--- src/rtl/mfp_als_spi_responder_pkg.sv ---
// Shared configuration for the ALS SPI responder: state encodings and default field widths.
package mfp_als_spi_responder_pkg;

   localparam int unsigned ALS_SYNC_STAGES    = 2;
   localparam int unsigned ALS_LEADING_ZEROS  = 3;
   localparam int unsigned ALS_DATA_WIDTH     = 8;
   localparam int unsigned ALS_TRAILING_ZEROS = 5;
   localparam int unsigned ALS_COUNT_WIDTH    = 16;
   localparam int unsigned ALS_BIT_CNT_WIDTH  = 5;

   typedef enum logic [1:0] {
      ALS_ST_IDLE  = 2'd0,
      ALS_ST_SHIFT = 2'd1,
      ALS_ST_DONE  = 2'd2
   } als_state_e;

endpackage

--- src/rtl/mfp_als_sync_edge.sv ---
// Multi-flop synchronizer plus one history flop with rise/fall detection.
// Ports:
//   clk, reset  - system clock, synchronous active-high reset
//   pin         - asynchronous input
//   level       - synchronized level
//   rise_c      - synchronized rising edge (combinational from registers)
//   fall_c      - synchronized falling edge (combinational from registers)
//   primed      - high once every flop holds a sampled value rather than its reset value
module mfp_als_sync_edge #(
   parameter int unsigned SYNC_STAGES = 2,
   parameter logic        RESET_LEVEL = 1'b0
) (
   input  logic clk,
   input  logic reset,
   input  logic pin,
   output logic level,
   output logic rise_c,
   output logic fall_c,
   output logic primed
);

   logic [SYNC_STAGES-1:0] sync_q;
   logic                   hist_q;
   logic [SYNC_STAGES:0]   prime_q;

   // Synchronizer chain, history flop and priming shift register
   always_ff @(posedge clk) begin
      if (reset) begin
         sync_q  <= {SYNC_STAGES{RESET_LEVEL}};
         hist_q  <= RESET_LEVEL;
         prime_q <= '0;
      end else begin
         sync_q  <= {sync_q[SYNC_STAGES-2:0], pin};
         hist_q  <= sync_q[SYNC_STAGES-1];
         prime_q <= {prime_q[SYNC_STAGES-1:0], 1'b1};
      end
   end

   assign level  = sync_q[SYNC_STAGES-1];
   assign rise_c = sync_q[SYNC_STAGES-1] & ~hist_q;
   assign fall_c = ~sync_q[SYNC_STAGES-1] & hist_q;
   assign primed = prime_q[SYNC_STAGES];

endmodule

--- src/rtl/mfp_als_spi_responder.sv ---
// SPI responder modelling an 8-bit ambient-light-sensor ADC: on CS fall it
// shifts out {leading zeros, sample, trailing zeros} MSB first, advancing on SCK falls.
// Optional build macro MFP_ALS_RESPONDER_AUTOINC_EN: an internal counter that
// increments on each completed frame replaces sample_data as the reported value.
// Ports:
//   SI_ClkIn, SI_Reset   - system clock, synchronous active-high reset
//   SPI_CS, SPI_SCK      - master chip select (active-low) and serial clock (idle-low)
//   SPI_SDO              - serial data to master
//   sample_data          - light value captured at CS fall
//   frame_active         - frame in progress
//   frame_done           - one-cycle pulse on normal completion
//   frame_abort          - one-cycle pulse when CS rises mid-frame
//   frame_count          - completed-frame counter (wraps)
module mfp_als_spi_responder
   import mfp_als_spi_responder_pkg::*;
#(
   parameter int unsigned SYNC_STAGES    = ALS_SYNC_STAGES,
   parameter int unsigned LEADING_ZEROS  = ALS_LEADING_ZEROS,
   parameter int unsigned DATA_WIDTH     = ALS_DATA_WIDTH,
   parameter int unsigned TRAILING_ZEROS = ALS_TRAILING_ZEROS
) (
   input  logic                       SI_ClkIn,
   input  logic                       SI_Reset,
   input  logic                       SPI_CS,
   input  logic                       SPI_SCK,
   output logic                       SPI_SDO,
   input  logic [DATA_WIDTH-1:0]      sample_data,
   output logic                       frame_active,
   output logic                       frame_done,
   output logic                       frame_abort,
   output logic [ALS_COUNT_WIDTH-1:0] frame_count
);

   localparam int unsigned FRAME_BITS = LEADING_ZEROS + DATA_WIDTH + TRAILING_ZEROS;
   localparam int unsigned BCW        = ALS_BIT_CNT_WIDTH;

   logic cs_level, cs_rise, cs_fall, cs_primed;
   logic sck_fall, sck_level_unused, sck_rise_unused, sck_primed_unused;

   mfp_als_sync_edge #(.SYNC_STAGES(SYNC_STAGES), .RESET_LEVEL(1'b1)) u_cs_sync (
      .clk(SI_ClkIn), .reset(SI_Reset), .pin(SPI_CS),
      .level(cs_level), .rise_c(cs_rise), .fall_c(cs_fall), .primed(cs_primed)
   );

   mfp_als_sync_edge #(.SYNC_STAGES(SYNC_STAGES), .RESET_LEVEL(1'b0)) u_sck_sync (
      .clk(SI_ClkIn), .reset(SI_Reset), .pin(SPI_SCK),
      .level(sck_level_unused), .rise_c(sck_rise_unused), .fall_c(sck_fall),
      .primed(sck_primed_unused)
   );

   als_state_e                 state_q, state_next;
   logic [FRAME_BITS-1:0]      shift_q, shift_next;
   logic [BCW-1:0]             bit_cnt_q, bit_cnt_next;
   logic                       armed_q, armed_next;
   logic                       sdo_next, active_next, done_next, abort_next;
   logic [ALS_COUNT_WIDTH-1:0] count_next;
   logic [DATA_WIDTH-1:0]      load_value_c;

`ifdef MFP_ALS_RESPONDER_AUTOINC_EN
   logic [DATA_WIDTH-1:0] autoinc_q, autoinc_next;
   logic                  sample_unused;
   assign sample_unused = ^sample_data;
   assign load_value_c  = autoinc_q;
`else
   assign load_value_c  = sample_data;
`endif

   // State and registered outputs
   always_ff @(posedge SI_ClkIn) begin
      if (SI_Reset) begin
         state_q      <= ALS_ST_IDLE;
         shift_q      <= '0;
         bit_cnt_q    <= '0;
         armed_q      <= 1'b0;
         SPI_SDO      <= 1'b0;
         frame_active <= 1'b0;
         frame_done   <= 1'b0;
         frame_abort  <= 1'b0;
         frame_count  <= '0;
`ifdef MFP_ALS_RESPONDER_AUTOINC_EN
         autoinc_q    <= '0;
`endif
      end else begin
         state_q      <= state_next;
         shift_q      <= shift_next;
         bit_cnt_q    <= bit_cnt_next;
         armed_q      <= armed_next;
         SPI_SDO      <= sdo_next;
         frame_active <= active_next;
         frame_done   <= done_next;
         frame_abort  <= abort_next;
         frame_count  <= count_next;
`ifdef MFP_ALS_RESPONDER_AUTOINC_EN
         autoinc_q    <= autoinc_next;
`endif
      end
   end

   // Next-state and output logic
   always_comb begin
      state_next   = state_q;
      shift_next   = shift_q;
      bit_cnt_next = bit_cnt_q;
      armed_next   = armed_q;
      sdo_next     = SPI_SDO;
      active_next  = frame_active;
      done_next    = 1'b0;
      abort_next   = 1'b0;
      count_next   = frame_count;
`ifdef MFP_ALS_RESPONDER_AUTOINC_EN
      autoinc_next = autoinc_q;
`endif

      // A CS fall only counts once CS has been seen high through a fully primed
      // synchronizer, so a CS held low across reset cannot start a frame.
      if (cs_primed && cs_level) begin
         armed_next = 1'b1;
      end

      unique case (state_q)
         ALS_ST_IDLE: begin
            sdo_next = 1'b0;
            if (cs_fall && armed_q) begin
               shift_next   = FRAME_BITS'(load_value_c) << TRAILING_ZEROS;
               bit_cnt_next = '0;
               sdo_next     = shift_next[FRAME_BITS-1];
               active_next  = 1'b1;
               state_next   = ALS_ST_SHIFT;
            end
         end
         ALS_ST_SHIFT: begin
            if (cs_rise) begin
               abort_next  = 1'b1;
               sdo_next    = 1'b0;
               active_next = 1'b0;
               state_next  = ALS_ST_IDLE;
            end else if (sck_fall) begin
               shift_next   = {shift_q[FRAME_BITS-2:0], 1'b0};
               sdo_next     = shift_q[FRAME_BITS-2];
               bit_cnt_next = bit_cnt_q + BCW'(1);
               if (bit_cnt_next == BCW'(FRAME_BITS - 1)) begin
                  state_next = ALS_ST_DONE;
               end
            end
         end
         ALS_ST_DONE: begin
            sdo_next = 1'b0;
            if (cs_rise) begin
               done_next   = 1'b1;
               count_next  = frame_count + ALS_COUNT_WIDTH'(1);
               active_next = 1'b0;
               state_next  = ALS_ST_IDLE;
`ifdef MFP_ALS_RESPONDER_AUTOINC_EN
               autoinc_next = autoinc_q + DATA_WIDTH'(1);
`endif
            end
         end
         default: begin
            sdo_next    = 1'b0;
            active_next = 1'b0;
            state_next  = ALS_ST_IDLE;
         end
      endcase
   end

endmodule

--- config.mk ---
export PLATFORM = sky130hd
export DESIGN_NAME = mfp_als_spi_responder
export DESIGN_NICKNAME = d
export VERILOG_FILES = /design/src/rtl/mfp_als_spi_responder_pkg.sv /design/src/rtl/mfp_als_sync_edge.sv /design/src/rtl/mfp_als_spi_responder.sv
export SDC_FILE = /design/constraint.sdc
export NUM_CORES = 1
export LEC_CHECK = 0
export BUFFER_PORTS_ARGS = -buffer_cell sky130_fd_sc_hd__buf_2
export CORE_MARGIN = 10
export CORE_UTILIZATION = 38
export CTS_BUF_LIST = sky130_fd_sc_hd__clkbuf_2 sky130_fd_sc_hd__clkbuf_4 sky130_fd_sc_hd__clkbuf_8
export DETAILED_ROUTE_END_ITERATION = 10
export PLACE_DENSITY = 0.69
export SLEW_MARGIN = 10
export SYNTH_ARGS = -nofsm -noshare
export SYNTH_HDL_FRONTEND = slang
export SYNTH_HIERARCHICAL = 1
export SYNTH_SLANG_ARGS = --single-unit
--- constraint.sdc ---
create_clock -name SI_ClkIn -period 1.8 [get_ports SI_ClkIn]
set_input_delay 0.36 -clock SI_ClkIn [delete_from_list [all_inputs] [get_ports SI_ClkIn]]
set_output_delay 0.36 -clock SI_ClkIn [all_outputs]
set_load 0.005 [all_outputs]
==> impl_results.rst, run 1 <==
.. list-table::
   :header-rows: 1

   * - Metric
     - Value
   * - Cell with the biggest individual delay on the critical path
     - sky130_fd_sc_hd__dfxtp_1
   * - Setup WS pre-CTS
     - 0.0457 ns
   * - Leakage power figure
     - 1.02 nW
   * - Average cell area after synthesis
     - 9.61 sq um
   * - Detailed-route wire length on metal 1
     - around 2100 microns
   * - Vertical extent of the die
     - 94.8 microns
   * - Number of buffers created by CTS
     - 5
   * - CP Data Required Time
     - 2.02 ns
   * - Number of hold violations in the final report
     - 0
   * - Total via count after detailed routing
     - approximately 1.7k
   * - Min cycle time layout
     - 1.76 ns
   * - Area of the die
     - about 0.0090 sq mm
   * - Critical path, cell by cell
     - inv_1 -> ha_4 -> a21boi_0 -> buf_4 -> a211oi_4 -> buf_6 -> clkbuf_16 -> nor2_1 -> a211oi_2
   * - Tightest Pin Transition
     - 0.439 ns
   * - Site row count
     - 27
   * - Share of final-layout standard cells stronger than drive strength 1
     - 0.298
   * - Number of levels in the clock H-tree
     - 2
   * - Post-DP Area
     - about 0.0024 sq mm
   * - Post-Synthesis Net Count
     - 239
   * - Global-route usage over all layers
     - 0.0998
   * - Largest buffer count on any clock path
     - 2
   * - Setup violations, final
     - 0
   * - Post-layout worst setup margin
     - 0.0433 ns
   * - Most common library cell in the layout ignoring fill and taps
     - sky130_fd_sc_hd__dfxtp_1
   * - Clock sinks
     - 47
   * - Worst setup skew after layout
     - 0.00689 ns
   * - Type of the setup path with the least slack
     - register to register
   * - Largest net degree at the start of global routing
     - 28
   * - Die X
     - 94.8 microns
   * - Cell family with most CP delay
     - compound AO/OA/AOI/OAI gates
   * - Gr ovfl total
     - 0
   * - Global-route wire length before repair
     - about 7400 microns
   * - Overall power
     - 2.35 mW
   * - Effective utilization at floorplan
     - 0.388
   * - CTS tree
     - yes
   * - Tightest Hold Check Type
     - input port to register
   * - Synth-to-Final Area Change
     - 23.5%
   * - Max-slew violation count
     - 0
   * - Result of the run
     - completed
   * - Detailed route wirelength on metal3
     - between 200 and 300 microns
   * - Post-synthesis cell area
     - 0.00212 sq mm
   * - Clock insertion delay at the later pin of the skew report
     - around 0.30 ns
   * - NumNets Final
     - 289
   * - Gate count of the mapped netlist
     - about 220
   * - DRC
     - 0
   * - Slowest Stage Delay on Critical Path
     - 0.36 ns
   * - Top layer reached by signal wires
     - met4
   * - Sum of met2 wire segment lengths after detailed routing
     - 2040 microns
   * - DR pass1 iterations
     - 4
   * - IO Pins
     - 32
   * - Clock-pin transition on the worst setup and hold timing paths
     - ~0.09 ns
   * - Mean number of vias per cell
     - 4.98
   * - Power per Cell Area
     - 895 mW/mm^2
   * - Number of antenna violations at the first check in global routing
     - 0
   * - Clk root buf
     - sky130_fd_sc_hd__clkbuf_8
   * - Number of violations of the max-capacitance limit
     - 0
   * - Core footprint
     - 0.00547 sq mm
   * - Via count of the first global-routing pass
     - around 1.6k
   * - Period utilization
     - 0.976
   * - Routability-driven placement congestion ratio
     - 0.758
   * - Wire length per cell
     - roughly 13 microns
   * - Kind of start point of the critical path
     - register
   * - Total wire length
     - about 4500 microns
   * - Antenna Nets Post-Route
     - 0
   * - Worst max-slew margin expressed relative to the limit
     - 0.707
   * - Critical path buffer and inverter count
     - 4
   * - Final Cell Area
     - around 0.0026 sq mm
   * - Diodes inserted
     - 0
   * - CP arrival
     - 1.98 ns
   * - Most used cells in the layout excluding fill and tap cells
     - 46 x sky130_fd_sc_hd__dfxtp_1, 31 x sky130_fd_sc_hd__buf_2, 27 x sky130_fd_sc_hd__nor2_1
   * - Number of buffers added on ports
     - 31
   * - CP max FO
     - 5
   * - HPWL after detailed placement
     - roughly 3100 microns
   * - Maximum ir drop on the vdd rail
     - around 0.52 mV
   * - Initial DRC count
     - 50
   * - Peak Freq
     - between 0.5 and 0.6 GHz
   * - Crit end category
     - register
   * - Number of warnings reported in the yosys synthesis log
     - 6
-- registers in the layout, summed over array words and instances, names as in the netlist --
signal	count
bit_cnt_q	5
frame_active	1
armed_q	1
frame_done	1
u_sck_sync/sync_q	2
SPI_SDO	1
u_sck_sync/hist_q	1
u_cs_sync/prime_q	3
frame_abort	1
shift_q	10
u_cs_sync/hist_q	1
u_cs_sync/sync_q	2
frame_count	16
state_q	2
-- metrics by stage --
stage | hold WS [ns] | cells | TNS [ns] | util
after floorplan | 0.383 | 221 | 0 | -
after global placement | 0.387 | 329 | 0 | 0.438
after detailed placement | 0.388 | 329 | 0 | 0.438
after CTS | 0.218 | 337 | 0 | 0.454
after global routing | 0.240 | 344 | -0.0844 | 0.479
final | 0.226 | 344 | 0 | 0.479
-- per-layer routing --
layer  GRT usage  vias up
met5           0        -
met4      0.0299        0
met3      0.0381        5
met1       0.128      806
met2       0.152       32
li1            -      870
-- repair_timing --
action | 4_1_cts | 5_1_grt
gates resized for setup | 0 | 11
buffers inserted | 0 | 5
hold buffers | 0 | 0
endpoints found under the setup margin | 0 | 15
-- worst paths after layout --
kind	cells past startpoint	startpoint	end	slack, ns
setup reg to reg	9	state_q[1]	shift_q[8]	0.04
setup / recovery	9	state_q[1]	shift_q[8]	0.04
hold reg to reg	1	u_cs_sync/sync_q[0]	u_cs_sync/sync_q[1]	0.41
hold / removal	2	SPI_CS	u_cs_sync/sync_q[0]	0.23
-- worst reg2reg max path: stages, from the launching register on --
cell                        delay (ns)
sky130_fd_sc_hd__dfxtp_1          0.36
sky130_fd_sc_hd__inv_1            0.09
sky130_fd_sc_hd__ha_4             0.18
sky130_fd_sc_hd__a21boi_0         0.12
sky130_fd_sc_hd__buf_4            0.16
sky130_fd_sc_hd__a211oi_4         0.23
sky130_fd_sc_hd__buf_6            0.15
sky130_fd_sc_hd__clkbuf_16        0.13
sky130_fd_sc_hd__nor2_1           0.05
sky130_fd_sc_hd__a211oi_2         0.21
-- report_power, final --
| part | internal (mW) | leakage, nW | total, mW | switching (mW) |
|---|---|---|---|---|
| clock | 0.274 | 0.0483 | 0.635 | 0.362 |
| combinational | 0.314 | 0.590 | 0.579 | 0.265 |
| sequential | 1.10 | 0.382 | 1.13 | 0.0318 |
-- final cells by class --
type / instances / area (sq um)
clock buffer: 5 / 68.8
multi-input combinational: 159 / 1120
clock inverter: 3 / 18.8
sequential: 47 / 942
inverter: 7 / 26.3
tap: 72 / 90.1
fill: 540 / 2850
timing repair buffer: 51 / 357
(Power assumes the default switching activity.)
==> run 2, diff against run 1 <==
--- a/config.mk
+++ b/config.mk
@@ -10,6 +10,7 @@
 export CORE_UTILIZATION = 38
 export CTS_BUF_LIST = sky130_fd_sc_hd__clkbuf_2 sky130_fd_sc_hd__clkbuf_4 sky130_fd_sc_hd__clkbuf_8
 export DETAILED_ROUTE_END_ITERATION = 10
+export GPL_TIMING_DRIVEN = 0
 export PLACE_DENSITY = 0.69
 export SLEW_MARGIN = 10
 export SYNTH_ARGS = -nofsm -noshare
==> constraint.sdc (replaced) <==
create_clock -name SI_ClkIn -period 2.3 [get_ports SI_ClkIn]
set_input_delay 0.46 -clock SI_ClkIn [delete_from_list [all_inputs] [get_ports SI_ClkIn]]
set_output_delay 0.46 -clock SI_ClkIn [all_outputs]
set_load 0.005 [all_outputs]
==> impl_results.rst, run 2 (same netlist as run 1, synthesis figures left out) <==
.. list-table::
   :header-rows: 1

   * - Metric
     - Value
   * - Number of antenna violations at the first check in global routing
     - 0 (unchanged)
   * - Maximum ir drop on the vdd rail
     - 0.301 mV (-42%)
   * - Post-cts resize count
     - 0 (unchanged)
   * - Wire length per cell
     - 12.8 microns (-1.5%)
   * - IO Pins
     - 32 (unchanged)
   * - Max-slew violation count
     - 0 (unchanged)
   * - HPWL after detailed placement
     - 3140 microns (+0.93%)
   * - Number of levels in the clock H-tree
     - 2 (unchanged)
   * - Final Cell Area
     - 0.00248 sq mm (-5.3%)
   * - Via count of the first global-routing pass
     - 1564 (-4.3%)
   * - Period utilization
     - 0.840 (-0.136)
   * - Area of the die
     - 0.00898 sq mm (unchanged)
   * - Worst max-slew margin expressed relative to the limit
     - 0.546 (-0.161)
   * - CP max FO
     - 10 (+5)
   * - Site row count
     - 27 (unchanged)
   * - Vertical extent of the die
     - 94.8 microns (unchanged)
   * - Post-layout worst setup margin
     - 0.367 ns (+0.324 ns)
   * - Power per Cell Area
     - 730 mW/mm^2 (-18%)
   * - Result of the run
     - completed
   * - Type of the setup path with the least slack
     - register to register
   * - Die X
     - 94.8 microns (unchanged)
   * - Filler-free cell count of the finished design
     - 332 (-3.5%)
   * - Largest net degree at the start of global routing
     - 17 (-39%)
   * - Min cycle time layout
     - 1.93 ns (+0.176 ns)
   * - Synth-to-Final Area Change
     - 17.0%
   * - Number of violations of the max-capacitance limit
     - 0 (unchanged)
   * - Routability-driven placement congestion ratio
     - 0.793 (+4.5%)
   * - Core footprint
     - 0.00547 sq mm (unchanged)
   * - Register name with the most flops
     - frame_count
   * - Global-route wire length before repair
     - 7220 microns (-2.0%)
   * - Share of final-layout standard cells stronger than drive strength 1
     - 0.223 (-0.0747)
   * - Hold-fix buffers at CTS
     - 0 (unchanged)
   * - Clock insertion delay at the later pin of the skew report
     - 0.30 ns (about the same)
   * - Most common library cell in the layout ignoring fill and taps
     - sky130_fd_sc_hd__dfxtp_1
   * - Tightest Pin Transition
     - 0.674 ns (+0.235 ns)
   * - Layout Utilization
     - 0.454 (-0.0254)
   * - Worst setup skew after layout
     - 0.0138 ns (+0.00686 ns)
   * - Setup repair after global routing missed its margin
     - no
   * - Global-route usage over all layers
     - 0.0972 (-0.00262)
   * - Diodes inserted
     - 0 (unchanged)
   * - Number of buffers created by CTS
     - 5 (unchanged)
   * - Largest registers in the final layout
     - frame_count (16), shift_q (10), bit_cnt_q (5)
   * - CTS tree
     - yes
   * - Gr ovfl total
     - 0 (unchanged)
   * - Number of buffers added on ports
     - 31 (unchanged)
   * - Kind of start point of the critical path
     - register
   * - Clock-pin transition on the worst setup and hold timing paths
     - 0.09 ns (about the same)
   * - CP Data Required Time
     - 2.52 ns (+0.50 ns)
   * - Dpl cells
     - 324 (-1.5%)
   * - Setup Total Neg Slack
     - 0 ns (unchanged)
   * - Crit end category
     - register
   * - NumNets Final
     - 277 (-4.2%)
   * - Total wire length
     - 4250 microns (-4.9%)
   * - Effective utilization at floorplan
     - 0.388 (unchanged)
   * - Largest buffer count on any clock path
     - 2 (unchanged)
   * - Number of hold violations in the final report
     - 0 (unchanged)
   * - Mean number of vias per cell
     - 4.91 (-1.5%)
   * - Clock sinks
     - 47 (unchanged)
   * - Antenna Nets Post-Route
     - 0 (unchanged)
   * - Total via count after detailed routing
     - 1629 (-4.9%)
   * - Peak Freq
     - 0.517 GHz (-9.1%)
   * - Leakage power figure
     - 0.944 nW (-7.4%)
   * - Buffers inserted during post-CTS setup optimization
     - 0 (unchanged)
   * - Tightest Hold Check Type
     - input port to register
   * - Setup violations, final
     - 0 (unchanged)
   * - Clk root buf
     - sky130_fd_sc_hd__clkbuf_8
   * - Number of flip-flops in the largest register
     - 16 (unchanged)
   * - Initial DRC count
     - 72 (+44%)
   * - DR pass1 iterations
     - 4 (unchanged)
   * - DRC
     - 0 (unchanged)
   * - Setup WS pre-CTS
     - 0.404 ns (+0.358 ns)
   * - Post-DP Area
     - 0.00237 sq mm (-1.3%)
   * - Most used cells in the layout excluding fill and tap cells
     - 47 x sky130_fd_sc_hd__dfxtp_1, 31 x sky130_fd_sc_hd__buf_2, 27 x sky130_fd_sc_hd__nor2_1
   * - CP arrival
     - 2.15 ns (+0.17 ns)
==> run 2: changes by cell type in the layout (fill, tap and decap cells not counted), sizes merged <==
cell      previous run  this run
clkinv               2         0
clkinvlp             0         1
buf                 49        35
bufinv               0         1
clkbuf               7         9
==> run 2: worst paths after layout <==
kind / from / cells after the start / slack (ns) / to
worst max-delay path: state_q[0] / 7 / 0.37 / shift_q[11]
worst min-delay path: SPI_CS / 2 / 0.33 / u_cs_sync/sync_q[0]
worst max register to register: state_q[0] / 7 / 0.37 / shift_q[11]
worst min register to register: u_cs_sync/sync_q[0] / 1 / 0.41 / u_cs_sync/sync_q[1]
==> run 2: per-layer routing <==
layer / up-vias / GRT usage / part of all wire
li1: 842 / - / -
met1: 751 / 0.124 / 0.50
met2: 31 / 0.153 / 0.45
met3: 5 / 0.0333 / 0.045
met4: 0 / 0.0262 / 0.0078
met5: - / 0 / 0
==> run 2: critical path, cell delays in order, from the launching register on <==
cell and delay (ns):
sky130_fd_sc_hd__dfxtp_1 0.37, sky130_fd_sc_hd__inv_1 0.07, sky130_fd_sc_hd__ha_1 0.25, sky130_fd_sc_hd__a21boi_0 0.23, sky130_fd_sc_hd__a211oi_4 0.49, sky130_fd_sc_hd__buf_6 0.22, sky130_fd_sc_hd__nor2_2 0.04, sky130_fd_sc_hd__a211oi_2 0.17
==> run 2: per-stage QoR <==
step / hold WS [ns] / total power, mW
detailed placement: 0.398 / 1.23
global placement: 0.386 / 1.22
CTS: 0.323 / 1.84
finish: 0.330 / 1.81
floorplan: 0.383 / 1.16
global route: 0.320 / 1.91
==> run 2: final cells by class <==
| class | instances | area (sq um) |
|---|---|---|
| inverters | 7 | 26.3 |
| plain buffers | 8 | 80.1 |
| flip-flops and latches | 47 | 941 |
| clock inverters | 3 | 46.3 |
| fillers | 553 | 2990 |
| clock buffers | 5 | 68.8 |
| repair buffers | 31 | 155 |
| multi-input cells | 159 | 1080 |
| well taps | 72 | 90.1 |
==> run 2: power by group <==
group          internal, mW  leakage (nW)  switching (mW)
Clock                 0.327        0.0548           0.280
Sequential            0.861         0.381          0.0235
Combinational         0.151         0.509           0.171
Total                  1.34         0.944           0.474
